$ cat src/rtl/serial_adder_pkg.sv
// Shared definitions for the bit-serial adder/subtractor.
// Holds the FSM state encoding and the operation codes.
package serial_adder_pkg;

  typedef enum logic [1:0] {
    S_IDLE = 2'd0,
    S_RUN  = 2'd1,
    S_DONE = 2'd2
  } state_t;

  localparam logic OP_ADD = 1'b0;
  localparam logic OP_SUB = 1'b1;

endpackage

$ cat src/rtl/serial_adder_fulladder.sv
// One-bit combinational full-adder cell.
// serial_adder reuses this cell once per clock.
module fulladder (
  input  logic a,
  input  logic b,
  input  logic cin,
  output logic sum,
  output logic cout
);

  assign sum  = a ^ b ^ cin;
  assign cout = (a & b) | (a & cin) | (b & cin);

endmodule

$ cat src/rtl/serial_adder.sv
// Bit-serial adder/subtractor: one full-adder cell plus a carry flop, LSB-first.
// Result, carry-out and overflow are held until the next operation completes.
module serial_adder
  import serial_adder_pkg::*;
#(
  parameter int WIDTH = 8
) (
  input  logic             clk,
  input  logic             rst,
  input  logic             start,
  input  logic             sub,
  input  logic [WIDTH-1:0] a,
  input  logic [WIDTH-1:0] b,
  input  logic             cin,
  output logic [WIDTH-1:0] sum,
  output logic             cout,
  output logic             ovf,
  output logic             busy,
  output logic             done
);

  localparam int CNT_W = $clog2(WIDTH + 1);
  localparam logic [CNT_W-1:0] LAST_CNT = CNT_W'(WIDTH - 1);
  localparam logic [CNT_W-1:0] MSB_CNT  = CNT_W'(WIDTH - 2);

  state_t           r_state;
  logic [WIDTH-1:0] r_aSh;
  logic [WIDTH-1:0] r_bSh;
  logic [WIDTH-1:0] r_resSh;
  logic             r_carry;
  logic             r_carryMsb;
  logic [CNT_W-1:0] r_cnt;
  logic [WIDTH-1:0] r_sum;
  logic             r_cout;
  logic             r_ovf;
  logic             r_busy;
  logic             r_done;

  logic             w_sum;
  logic             w_cout;
  logic [WIDTH-1:0] w_resNext;

  fulladder u_cell (
    .a    (r_aSh[0]),
    .b    (r_bSh[0]),
    .cin  (r_carry),
    .sum  (w_sum),
    .cout (w_cout)
  );

  // Shift formulation that stays legal for WIDTH=1.
  assign w_resNext = (r_resSh >> 1) | (WIDTH'(w_sum) << (WIDTH - 1));

  always_ff @(posedge clk) begin
    if (rst) begin
      r_state    <= S_IDLE;
      r_aSh      <= '0;
      r_bSh      <= '0;
      r_resSh    <= '0;
      r_carry    <= 1'b0;
      r_carryMsb <= 1'b0;
      r_cnt      <= '0;
      r_sum      <= '0;
      r_cout     <= 1'b0;
      r_ovf      <= 1'b0;
      r_busy     <= 1'b0;
      r_done     <= 1'b0;
    end else begin
      case (r_state)
        S_IDLE: begin
          if (start) begin
            r_aSh      <= a;
            r_bSh      <= (sub == OP_SUB) ? ~b : b;
            r_carry    <= cin ^ sub;
            // Seeding with the initial carry covers the single-bit case.
            r_carryMsb <= cin ^ sub;
            r_cnt      <= '0;
            r_busy     <= 1'b1;
            r_state    <= S_RUN;
          end
        end
        S_RUN: begin
          r_resSh <= w_resNext;
          r_aSh   <= r_aSh >> 1;
          r_bSh   <= r_bSh >> 1;
          r_carry <= w_cout;
          r_cnt   <= r_cnt + 1'b1;
          if ((WIDTH > 1) && (r_cnt == MSB_CNT)) begin
            r_carryMsb <= w_cout;
          end
          if (r_cnt == LAST_CNT) begin
            r_sum   <= w_resNext;
            r_cout  <= w_cout;
            r_ovf   <= w_cout ^ r_carryMsb;
            r_done  <= 1'b1;
            r_state <= S_DONE;
          end
        end
        S_DONE: begin
          r_done  <= 1'b0;
          r_busy  <= 1'b0;
          r_state <= S_IDLE;
        end
        default: begin
          r_done  <= 1'b0;
          r_busy  <= 1'b0;
          r_state <= S_IDLE;
        end
      endcase
    end
  end

  assign sum  = r_sum;
  assign cout = r_cout;
  assign ovf  = r_ovf;
  assign busy = r_busy;
  assign done = r_done;

endmodule

$ cat config.mk
export PLATFORM = sky130hd
export DESIGN_NAME = serial_adder
export DESIGN_NICKNAME = d
export VERILOG_FILES = /design/src/rtl/serial_adder_pkg.sv /design/src/rtl/serial_adder_fulladder.sv /design/src/rtl/serial_adder.sv
export SDC_FILE = /design/constraint.sdc
export NUM_CORES = 1
export LEC_CHECK = 0
export BUFFER_PORTS_ARGS = -buffer_cell sky130_fd_sc_hd__buf_2
export CAP_MARGIN = 20
export CORE_ASPECT_RATIO = 2
export CORE_MARGIN = 4
export CORE_UTILIZATION = 59
export DETAILED_ROUTE_END_ITERATION = 16
export GPL_TIMING_DRIVEN = 0
export HOLD_SLACK_MARGIN = 0.08
export PLACE_DENSITY = 0.83
export SYNTH_ARGS = -nofsm -noshare
export SYNTH_HDL_FRONTEND = slang
export SYNTH_HIERARCHICAL = 1
export SYNTH_SLANG_ARGS = --single-unit
$ cat constraint.sdc
create_clock -name clk -period 3.42 [get_ports clk]
set_input_delay 0.684 -clock clk [delete_from_list [all_inputs] [get_ports clk]]
set_output_delay 0.684 -clock clk [all_outputs]
set_load 0.05 [all_outputs]
# Word-level counts from Yosys, hierarchy flattened
# Index checks and enable logic that the tools add are counted.
[totals]
regBits = 44
out_inout_bits = 12
[classes]
n_addsub = 1
eq_ne = 6
n_mux = 18
bitwise_logic = 13
n_reduce_logical = 8
[ops]
columns = ["cell", "count"]
rows = [
  ["one-hot mux 8 bit (2 select lines)", 2],
  ["two-way mux 8 bit", 3],
  ["AND reduction 2 bit", 5],
  ["equality test 4 x 3 -> 1 bit (second input constant)", 2],
  ["NOT 8 bit", 1],
  ["OR 7 x 8 -> 8 bit", 1],
  ["one-hot mux 1 bit (2 select lines)", 4],
  ["one-hot mux 4 bit (2 select lines)", 1],
  ["inequality test 2 bit (second input constant)", 3],
  ["adder 4 x 1 -> 4 bit (second input constant)", 1],
  ["two-way mux 1 bit", 4],
  ["two-way mux 2 bit", 2],
  ["two-way mux 4 bit", 1],
  ["one-hot mux 2 bit (2 select lines)", 1],
  ["XOR 1 bit", 4],
  ["AND 1 bit", 3],
  ["AND reduction 3 bit", 1],
  ["equality test 2 x 1 -> 1 bit (second input constant)", 1],
  ["logical NOT 2 bit", 1],
  ["NOT 1 bit", 2],
  ["OR 1 bit", 2],
  ["nonzero test 2 bit", 1],
]

# Longest topological paths before layout
# Gate-level depths: netlist (run 1).
[logic_depth]
word_depth = 5
ltp_mapped = 5
depth_no_buf = 5

# By module
# Netlist (run 1), hierarchy kept.
[modules_own_cells]
columns = ["mod", "n_inst", "cells_each", "area_per_inst_um2"]
rows = [
  ["serial_adder", 1, 216, 1890.6],
  ["fulladder", 1, 1, 20.0],
]

# Least setup slack after synthesis (run 1)
# OpenSTA, ideal clock, no wires.
[synth_path]
path_type = "input port to flip-flop"
from = "input rst"
to = "register r_ovf (netlist: ovf)"
arrival_ps = 1341
required_time_ps = 3279
slack_ps = 1938
path_stages = 3
path_buffers = 2
cell_sequence = "clkbuf_1 > clkbuf_1 > a311oi_1"
[synth_rtl]
columns = ["element", "line_no", "rtl"]
rows = [
  ["start: declaration", "serial_adder.sv:9", "input logic rst,"],
  ["end signal: assignment", "serial_adder.sv:94", "r_ovf <= w_cout ^ r_carryMsb;"],
  ["end: declaration", "serial_adder.sv:35", "logic r_ovf;"],
]
# No word-level cell between the ends.

# Worst setup path in the final report (run 1)
[layout_path]
from = "register r_ovf (netlist: ovf)"
to = "output ovf"
[layout_rtl]
columns = ["element", "line_no", "rtl"]
rows = [
  ["end: declaration", "serial_adder.sv:17", "output logic ovf,"],
]
# No word-level cell between the ends.

==> results of run 1 <==
==> path summary, 6_finish.rpt <==
path                  from  slack [ps]  endpoint  depth (start not counted)
setup / recovery       ovf        1830       ovf                          1
hold / removal        busy         460      busy                          2
setup reg to reg  r_aSh[0]        1890   r_carry                          4
hold reg to reg       busy         460      busy                          2
==> report_power, final <==
part / leakage (uW) / internal (uW) / switching, uW
Clock: 0.0000612 / 236 / 176
Combinational: 0.000483 / 61.0 / 84.2
Sequential: 0.000352 / 526 / 14.5
==> layout by cell type (no fill, tap or decap), types with 3 or more instances in the layout <==
cell / count
buf_4: 3
inv_1: 6
o21ai_0: 13
a311oi_2: 7
buf_2: 37
o21ai_1: 6
nand2_1: 32
clkbuf_1: 4
nor2_1: 13
xor2_1: 9
dfxtp_1: 43
nand3_1: 10
a21oi_1: 30
o22ai_1: 7
clkbuf_8: 6
==> registers in the layout, summed over array words and instances, names as in the netlist <==
register and count:
r_aSh 8, r_bSh 8, sum 8, r_resSh 7, r_cnt 4, r_state 2
busy 1, cout 1, done 1, ovf 1, r_carry 1, r_carryMsb 1
==> per-layer routing <==
metal  vias up  wire length, microns
li1        832                     -
met5         -                     0
met2        32                  2335
met3         6                   150
met1       788                  1514
met4         0                    72
==> layout make-up <==
type                            count  area (sq um)
Sequential cell                    43         860.8
Tap cell                           31         38.79
Fill cell                         283         939.7
Clock inverter                      2         35.03
Clock buffer                        6         82.58
Timing Repair Buffer               30         150.1
Buffer                             16         95.09
Multi-Input combinational cell    152         932.1
Inverter                            6         22.52
==> per-stage QoR <==
stage	hold WS [ps]	setup slack (ps)	cell area, sq um
final	459.0	1826	2217
after global routing	486.1	1783	2217
after CTS	462.4	1826	2217
after detailed placement	448.6	1703	2100
after global placement	443.2	1714	2100
after floorplan	436.6	1938	1911
==> kinds of logic after synthesis <==
kind of cell	count (synthesis)	share of synthesized area, %
AO/OA/AOI/OAI	72	25.34
AND/OR/NAND/NOR	65	15.46
flip-flops	43	45.06
buffers and inverters	22	6.155
XOR/XNOR	10	4.584
adder cells (fa/ha/maj)	3	2.357
multiplexers	2	1.048
==> results.py, run 1 <==
metrics = {
    "outcome": {
        "status": "finished clean",
    },
    "synth": {
        "synth_common_cells": "43 x dfxtp_1, 32 x nand2_1, 30 x a21oi_1",
        "synth_edf_count": 0,
        "synth_area_sq_um": 1911,
        "async_reset_ff_share_pct": 0,
        "synthTopCellsByArea": "dfxtp_1 45%, a21oi_1 7.9%, nand2_1 6.3%",
        "netlist.top_cell.by_area": "dfxtp_1",
        "ys.flop_type": "dfxtp_1",
        "syn-num-nets": 241,
        "synthCells": 217,
        "synth_most_common_cell": "dfxtp_1",
        "ys_seq_elements": 43,
        "ys_seq_area_share_pct": 45.06,
        "synth_area_per_cell_sq_um": 8.805,
        "synth_top_area_share_pct": 45.06,
        "synth_warnings": 6,
        "ys_types": 35,
    },
    "global_routing": {
        "antenna_found_initial": 0,
        "grt_pass1_vias": 1593,
        "grt_util_met2_pct": 40.71,
        "grt_pass1_wl_mm": 6.934,
        "met3_usage_pct": 4.888,
        "overflow": 0,
        "grt_max_degree": 14,
        "gr-usage-met1_pct": 23.60,
        "grtUsageTotal_pct": 22.52,
        "grt.busiest_layer": "met2",
    },
    "timing": {
        "post-route-min-period_ps": 1594,
        "finClkSkew_ps": 7.926,
        "setup_viol": 0,
        "post-route-period-util_pct": 46.60,
        "relSlewSlack_pct": 61.26,
        "fin_setup_tns_ps": 0,
        "max_freq_ghz": 0.6275,
        "hold_viol_final": 0,
        "slew_violations": 0,
        "tightest_slew_ps": 581.1,
        "rsz0062_at_grt": "no",
    },
    "routing": {
        "vias": 1658,
        "routed_via_density": 5.797,
        "routed_wl_mm": 4.073,
        "drt-initial-drc-count": 18,
        "antenna_left": 0,
        "first_pass_iters": 4,
        "post_drt_wl_per_cell_microns": 14.24,
        "drcViolationCount": 0,
    },
    "layout": {
        "stdcell_count": 286,
        "area_growth_pct": 16.04,
        "antenna_cells": 0,
        "drive_gt1_share_pct": 23.53,
        "fin_util_pct": 70.23,
        "nets": 278,
    },
    "clock_network": {
        "postCtsSetupRepairBufs": 0,
        "h-tree-depth": 2,
        "hold_buffers": 0,
        "cts_resized": 0,
        "clk_pin_slew_ps": 80,
        "clkSinkCount": 43,
        "cts_tree": "done",
        "clock_latency_ps": 300,
        "clk_path_buf_depth": 2,
        "cts_inserted_buffers": 5,
        "cts_root_buf": "clkbuf_8",
    },
    "setup_path": {
        "crit_path_start_kind": "flip-flop",
        "critPathKind": "reg2out",
        "critPathMaxStageDelay_ps": 350,
        "cp.arrival_ps": 910,
        "critPathTopFamily": "flip-flops",
        "critPathSlowestCell": "dfxtp_1",
        "required_ps": 2740,
        "end_kind": "primary output",
        "crit_buf_inv": 1,
        "path_cells": "buf_2",
        "crit_fanout": 2,
    },
    "placement": {
        "hpwl_mm": 3.076,
        "gp_congestion": 0.7876,
        "dp_cells": 278,
        "io_buffers": 30,
    },
    "floorplan": {
        "die_h_microns": 88.48,
        "rows": 29,
        "ios": 33,
        "die_w_microns": 48.24,
        "start_util_pct": 60.52,
        "design.core.area_sq_um": 3157,
        "die_area_sq_um": 4268,
    },
    "pwr": {
        "power_uw": 1098,
        "powerDensity_nw_per_um2": 495.2,
        "p_leak_uw": 0.0008957,
        "vdd_drop_max_mv": 0.4162,
    },
    "hold_path": {
        "hold_class": "reg2reg",
    },
    "flow_run": {
        "max_cap_viol_count": 0,
    },
}
Power figures use the tool's default switching activity.
==> run 2: changes to the inputs <==
--- a/config.mk
+++ b/config.mk
@@ -9,11 +9,11 @@
 export CAP_MARGIN = 20
 export CORE_ASPECT_RATIO = 2
 export CORE_MARGIN = 4
-export CORE_UTILIZATION = 59
+export CORE_UTILIZATION = 55
 export DETAILED_ROUTE_END_ITERATION = 16
 export GPL_TIMING_DRIVEN = 0
 export HOLD_SLACK_MARGIN = 0.08
-export PLACE_DENSITY = 0.83
+export PLACE_DENSITY = 0.78
 export SYNTH_ARGS = -nofsm -noshare
 export SYNTH_HDL_FRONTEND = slang
 export SYNTH_HIERARCHICAL = 1
==> constraint.sdc (replaced) <==
create_clock -name clk -period 1.65 [get_ports clk]
set_input_delay 0.33 -clock clk [delete_from_list [all_inputs] [get_ports clk]]
set_output_delay 0.33 -clock clk [all_outputs]
set_load 0.05 [all_outputs]
==> run 2 against run 1 <==
Sequential power grew 110%. Cell count is 0.35% higher. Wire length down 0.61%. Die area grew 6.3%. Critical path depth increased by 3. Sequential cell count did not move. Global-route usage down 3.5 points. Setup slack worse by 1700 ps. First-iteration DRC count rose by 22%. Critical endpoint is now r_carry.
==> results.py, run 2 (synthesis results as in run 1) <==
metrics = {
    "outcome": {
        "status": "finished clean",
    },
    "setup_path": {
        "critPathSlowestCell": "fa_1",
        "critPathMaxStageDelay_ps": 480,
        "cp.arrival_ps": 1710,
        "path_cells": "fa_1, or3b_1, o211ai_1, a21oi_1",
        "required_ps": 1810,
        "critPathKind": "reg2reg",
        "crit_buf_inv": 0,
        "critPathTopFamily": "adder cells",
        "crit_fanout": 3,
        "end_kind": "flip-flop",
        "crit_path_start_kind": "flip-flop",
    },
    "global_routing": {
        "grt_max_degree": 14,
        "antenna_found_initial": 0,
        "grt_pass1_vias": 1610,
        "grtUsageTotal_pct": 19.07,
        "grt_pass1_wl_mm": 6.879,
        "overflow": 0,
    },
    "clock_network": {
        "clkSinkCount": 43,
        "cts_inserted_buffers": 5,
        "cts_root_buf": "clkbuf_8",
        "clk_path_buf_depth": 2,
        "cts_tree": "done",
        "hold_buffers": 0,
        "clk_pin_slew_ps": 80,
        "cts_resized": 0,
        "clock_latency_ps": 300,
        "h-tree-depth": 2,
        "postCtsSetupRepairBufs": 0,
    },
    "timing": {
        "post-route-min-period_ps": 1545,
        "post-route-period-util_pct": 93.63,
        "tightest_slew_ps": 562.7,
        "finClkSkew_ps": 6.163,
        "relSlewSlack_pct": 62.49,
        "rsz0062_at_grt": "no",
        "fin_setup_tns_ps": 0,
        "slew_violations": 0,
        "setup_viol": 0,
        "max_freq_ghz": 0.6473,
        "hold_viol_final": 0,
    },
    "routing": {
        "routed_wl_mm": 4.048,
        "routed_via_density": 5.787,
        "antenna_left": 0,
        "drt-initial-drc-count": 22,
        "first_pass_iters": 4,
        "vias": 1661,
        "post_drt_wl_per_cell_microns": 14.10,
        "drcViolationCount": 0,
    },
    "pwr": {
        "powerDensity_nw_per_um2": 1070,
        "power_uw": 2389,
        "vdd_drop_max_mv": 1.150,
        "p_leak_uw": 0.0008999,
    },
    "floorplan": {
        "rows": 30,
        "die_area_sq_um": 4538,
        "ios": 33,
        "start_util_pct": 56.56,
        "die_h_microns": 91.35,
        "design.core.area_sq_um": 3378,
        "die_w_microns": 49.68,
    },
    "placement": {
        "io_buffers": 30,
        "hpwl_mm": 3.045,
        "gp_congestion": 0.7648,
    },
    "layout": {
        "drive_gt1_share_pct": 23.14,
        "final_cell_mix": "43 x dfxtp_1, 37 x buf_2, 32 x nand2_1",
        "nets": 278,
        "nFillCells": 319,
        "antenna_cells": 0,
        "area_growth_pct": 16.90,
        "final_common_cell": "dfxtp_1",
    },
    "flow_run": {
        "max_cap_viol_count": 0,
    },
    "hold_path": {
        "hold_class": "in2reg",
    },
}
## run 2: power by group
group | internal, uW | switching (uW) | total [uW] | leakage, uW
Clock | 605 | 360 | 965 | 0.0000654
Combinational | 126 | 177 | 303 | 0.000483
Sequential | 1090 | 31.2 | 1120 | 0.000352
## run 2: area by class of cell
type                    count  area, sq um  area share [%]
repair buffers             30        150.1           6.723
clock inverters             2        60.06           2.689
multi-input cells         152        932.1           41.74
well taps                  32        40.04           1.793
inverters                   6        22.52           1.008
plain buffers              16        95.09           4.258
clock buffers               6        72.57           3.249
flip-flops and latches     43        860.8           38.54
## run 2: worst paths after layout
path	slack, ps	cells past startpoint	startpoint	endpoint
max	110	4	r_aSh[0]	r_carry
max reg2reg	110	4	r_aSh[0]	r_carry
min	280	3	a[7]	r_aSh[7]
min reg2reg	450	2	busy	busy
## run 2: worst register-to-register path, cell delays in order (launching register included)
cell      delay (ps)
dfxtp_1          340
fa_1             480
or3b_1           390
o211ai_1         110
a21oi_1           90
## run 2: routing by layer
metal  vias up  track usage (%)  part of all wire [%]
met2        29            35.40                    56
met4         0            9.007                   2.6
li1        834                -                     -
met3        10            4.105                   3.5
met1       788            19.27                    38
met5         -                0                     0
## run 2: through the flow
step / cells / utilization, % / area (sq um) / setup slack, ps / hold slack, ps
finish: 287 / 66.11 / 2233 / 105.1 / 275.1
global route: 287 / 66.11 / 2233 / 44.96 / 274.9
CTS: 287 / 66.11 / 2233 / 102.9 / 277.7
detailed placement: 279 / 62.19 / 2101 / 130.9 / 446.0
global placement: 279 / 62.19 / 2101 / 136.7 / 442.0
floorplan: 217 / - / 1911 / 217.2 / 436.6
==> run 3: changes to the inputs <==
--- a/config.mk
+++ b/config.mk
@@ -5,6 +5,7 @@
 export SDC_FILE = /design/constraint.sdc
 export NUM_CORES = 1
 export LEC_CHECK = 0
+export ABC_AREA = 1
 export BUFFER_PORTS_ARGS = -buffer_cell sky130_fd_sc_hd__buf_2
 export CAP_MARGIN = 20
 export CORE_ASPECT_RATIO = 2
==> run 3 against run 2 <==
Via count is 8.6% higher. Total power down 6.1%. Sequential cell count unchanged. Setup slack improved by 240 ps. Critical path depth is 2 higher. Critical endpoint is now cout. Count of clock-buffer cells in the layout unchanged. Worst hold slack better by 43 ps. Highest routed layer unchanged. First-iteration DRC count increased by 77%. Die area rose by 2.0%.
==> results.py, run 3 <==
metrics = {
    "layout": {
        "fin_util_pct": 66.37,
        "multi_input_comb_area_sq_um": 930.9,
        "drive_gt1_share_pct": 20.06,
        "final_cell_mix": "71 x nand2_1, 50 x nor2_1, 43 x dfxtp_1",
        "nets": 338,
        "nFillCells": 343,
        "final_area_sq_um": 2267,
        "regArea_sq_um": 860.8,
        "final_common_cell": "nand2_1",
        "antenna_cells": 0,
        "area_growth_pct": 16.00,
        "stdcell_count": 362,
    },
    "routing": {
        "routed_via_density": 4.983,
        "first_pass_iters": 4,
        "routed_wl_mm": 4.121,
        "post_drt_wl_per_cell_microns": 11.38,
        "antenna_left": 0,
        "drcViolationCount": 0,
        "vias": 1804,
        "drt-initial-drc-count": 39,
    },
    "setup_path": {
        "critPathKind": "reg2reg",
        "required_ps": 1880,
        "cp.arrival_ps": 1530,
        "crit_path_start_kind": "flip-flop",
        "crit_fanout": 10,
        "end_kind": "flip-flop",
    },
    "floorplan": {
        "rows": 30,
        "start_util_pct": 57.22,
        "ios": 33,
        "die_area_sq_um": 4629,
        "die_h_microns": 92.30,
        "die_w_microns": 50.15,
        "design.core.area_sq_um": 3416,
    },
    "global_routing": {
        "met3_usage_pct": 4.348,
        "grtUsageTotal_pct": 19.92,
        "overflow": 0,
        "antenna_found_initial": 0,
        "gr-usage-met1_pct": 20.02,
        "grt_pass1_vias": 1709,
        "grt_util_met2_pct": 37.12,
        "grt_max_degree": 13,
        "grt.busiest_layer": "met2",
        "grt_pass1_wl_mm": 7.251,
    },
    "clock_network": {
        "cts_resized": 0,
        "clock_latency_ps": 290,
        "cts_root_buf": "clkbuf_8",
        "cts_tree": "done",
        "hold_buffers": 0,
        "clkSinkCount": 43,
        "clk_path_buf_depth": 2,
        "postCtsSetupRepairBufs": 0,
        "cts_inserted_buffers": 5,
        "h-tree-depth": 2,
        "clk_pin_slew_ps": 70,
    },
    "outcome": {
        "status": "finished clean",
    },
    "hold_path": {
        "hold_class": "in2reg",
    },
    "synth": {
        "synth_area_per_cell_sq_um": 7.056,
        "synth_most_common_cell": "nand2_1",
        "ys_seq_elements": 43,
        "synth_warnings": 6,
        "synth_top_area_share_pct": 44.05,
        "ys_types": 26,
        "synthTopCellsByArea": "dfxtp_1 44%, nand2_1 14%, nor2_1 9.6%",
        "ys.flop_type": "dfxtp_1",
        "ys_seq_area_share_pct": 44.05,
        "synth_area_sq_um": 1954,
        "synth_edf_count": 0,
        "synth_common_cells": "71 x nand2_1, 50 x nor2_1, 43 x dfxtp_1",
        "syn-num-nets": 301,
        "netlist.top_cell.by_area": "dfxtp_1",
        "synthCells": 277,
        "async_reset_ff_share_pct": 0,
    },
    "pwr": {
        "p_leak_uw": 0.001085,
        "powerDensity_nw_per_um2": 988.9,
        "vdd_drop_max_mv": 0.7551,
        "power_uw": 2242,
    },
    "placement": {
        "io_buffers": 30,
        "dp_cells": 355,
        "place_area_sq_um": 2165,
        "gp_congestion": 0.8104,
        "hpwl_mm": 3.175,
    },
    "timing": {
        "fin_setup_tns_ps": 0,
        "rsz0062_at_grt": "no",
        "slew_violations": 0,
        "hold_viol_final": 0,
        "max_freq_ghz": 0.7674,
        "tightest_slew_ps": 396.5,
        "post-route-period-util_pct": 78.97,
        "setup_viol": 0,
        "post-route-min-period_ps": 1303,
        "relSlewSlack_pct": 73.57,
        "finClkSkew_ps": 7.035,
    },
    "flow_run": {
        "max_cap_viol_count": 0,
    },
}
## run 3: worst max-delay path, stage by stage, from the launching register on
cell and delay (ps):
dfxtp_1 400, ha_1 210, nand3_1 140, nor2_2 140, buf_4 180, nand2_1 70
a21oi_2 100
## run 3: layer usage
layer | wire length (microns) | share of wire, % | vias to the layer above
met4 | 104 | 2.5 | 0
met5 | 0 | 0 | -
met3 | 153 | 3.7 | 12
met2 | 2263 | 55 | 45
met1 | 1600 | 39 | 802
li1 | - | - | 945
## run 3: area by class of cell
class | instances | share of cell area [%]
Multi-Input combinational cell | 201 | 41.06
Buffer | 14 | 3.974
Inverter | 19 | 3.201
Clock buffer | 6 | 3.201
Sequential cell | 43 | 37.97
Tap cell | 48 | 2.649
Clock inverter | 1 | 1.325
Timing Repair Buffer | 30 | 6.623
## run 3: worst paths after layout
path                            cells after the start      from  slack (ps)        to
worst min register to register                      2      done         470      done
worst max-delay path                                6  r_cnt[0]         350      cout
worst max register to register                      6  r_cnt[0]         350      cout
worst min-delay path                                3      a[7]         320  r_aSh[7]
## run 3: cell families (layout without fill, tap and decap cells)
family          after synthesis  after routing  share of synthesized area [%]
buf+inv                      33             70                          8.322
flops                        43             43                          44.05
simple gates                146            146                          30.99
fa+ha+maj                     3              3                          2.305
compound gates               51             51                          13.89
xor+xnor                      1              1                         0.4482
## run 3: report_power, final
group / internal, uW / switching (uW)
registers: 1100 / 37.3
logic: 129 / 196
clock network: 444 / 334
total: 1680 / 566
## run 3: metrics by stage
step | worst slack, ps | hold WS [ps]
after floorplan | 470.3 | 421.6
after global placement | 332.5 | 445.2
after detailed placement | 324.5 | 458.0
after CTS | 332.1 | 308.0
after global routing | 226.0 | 326.8
final | 346.9 | 318.5
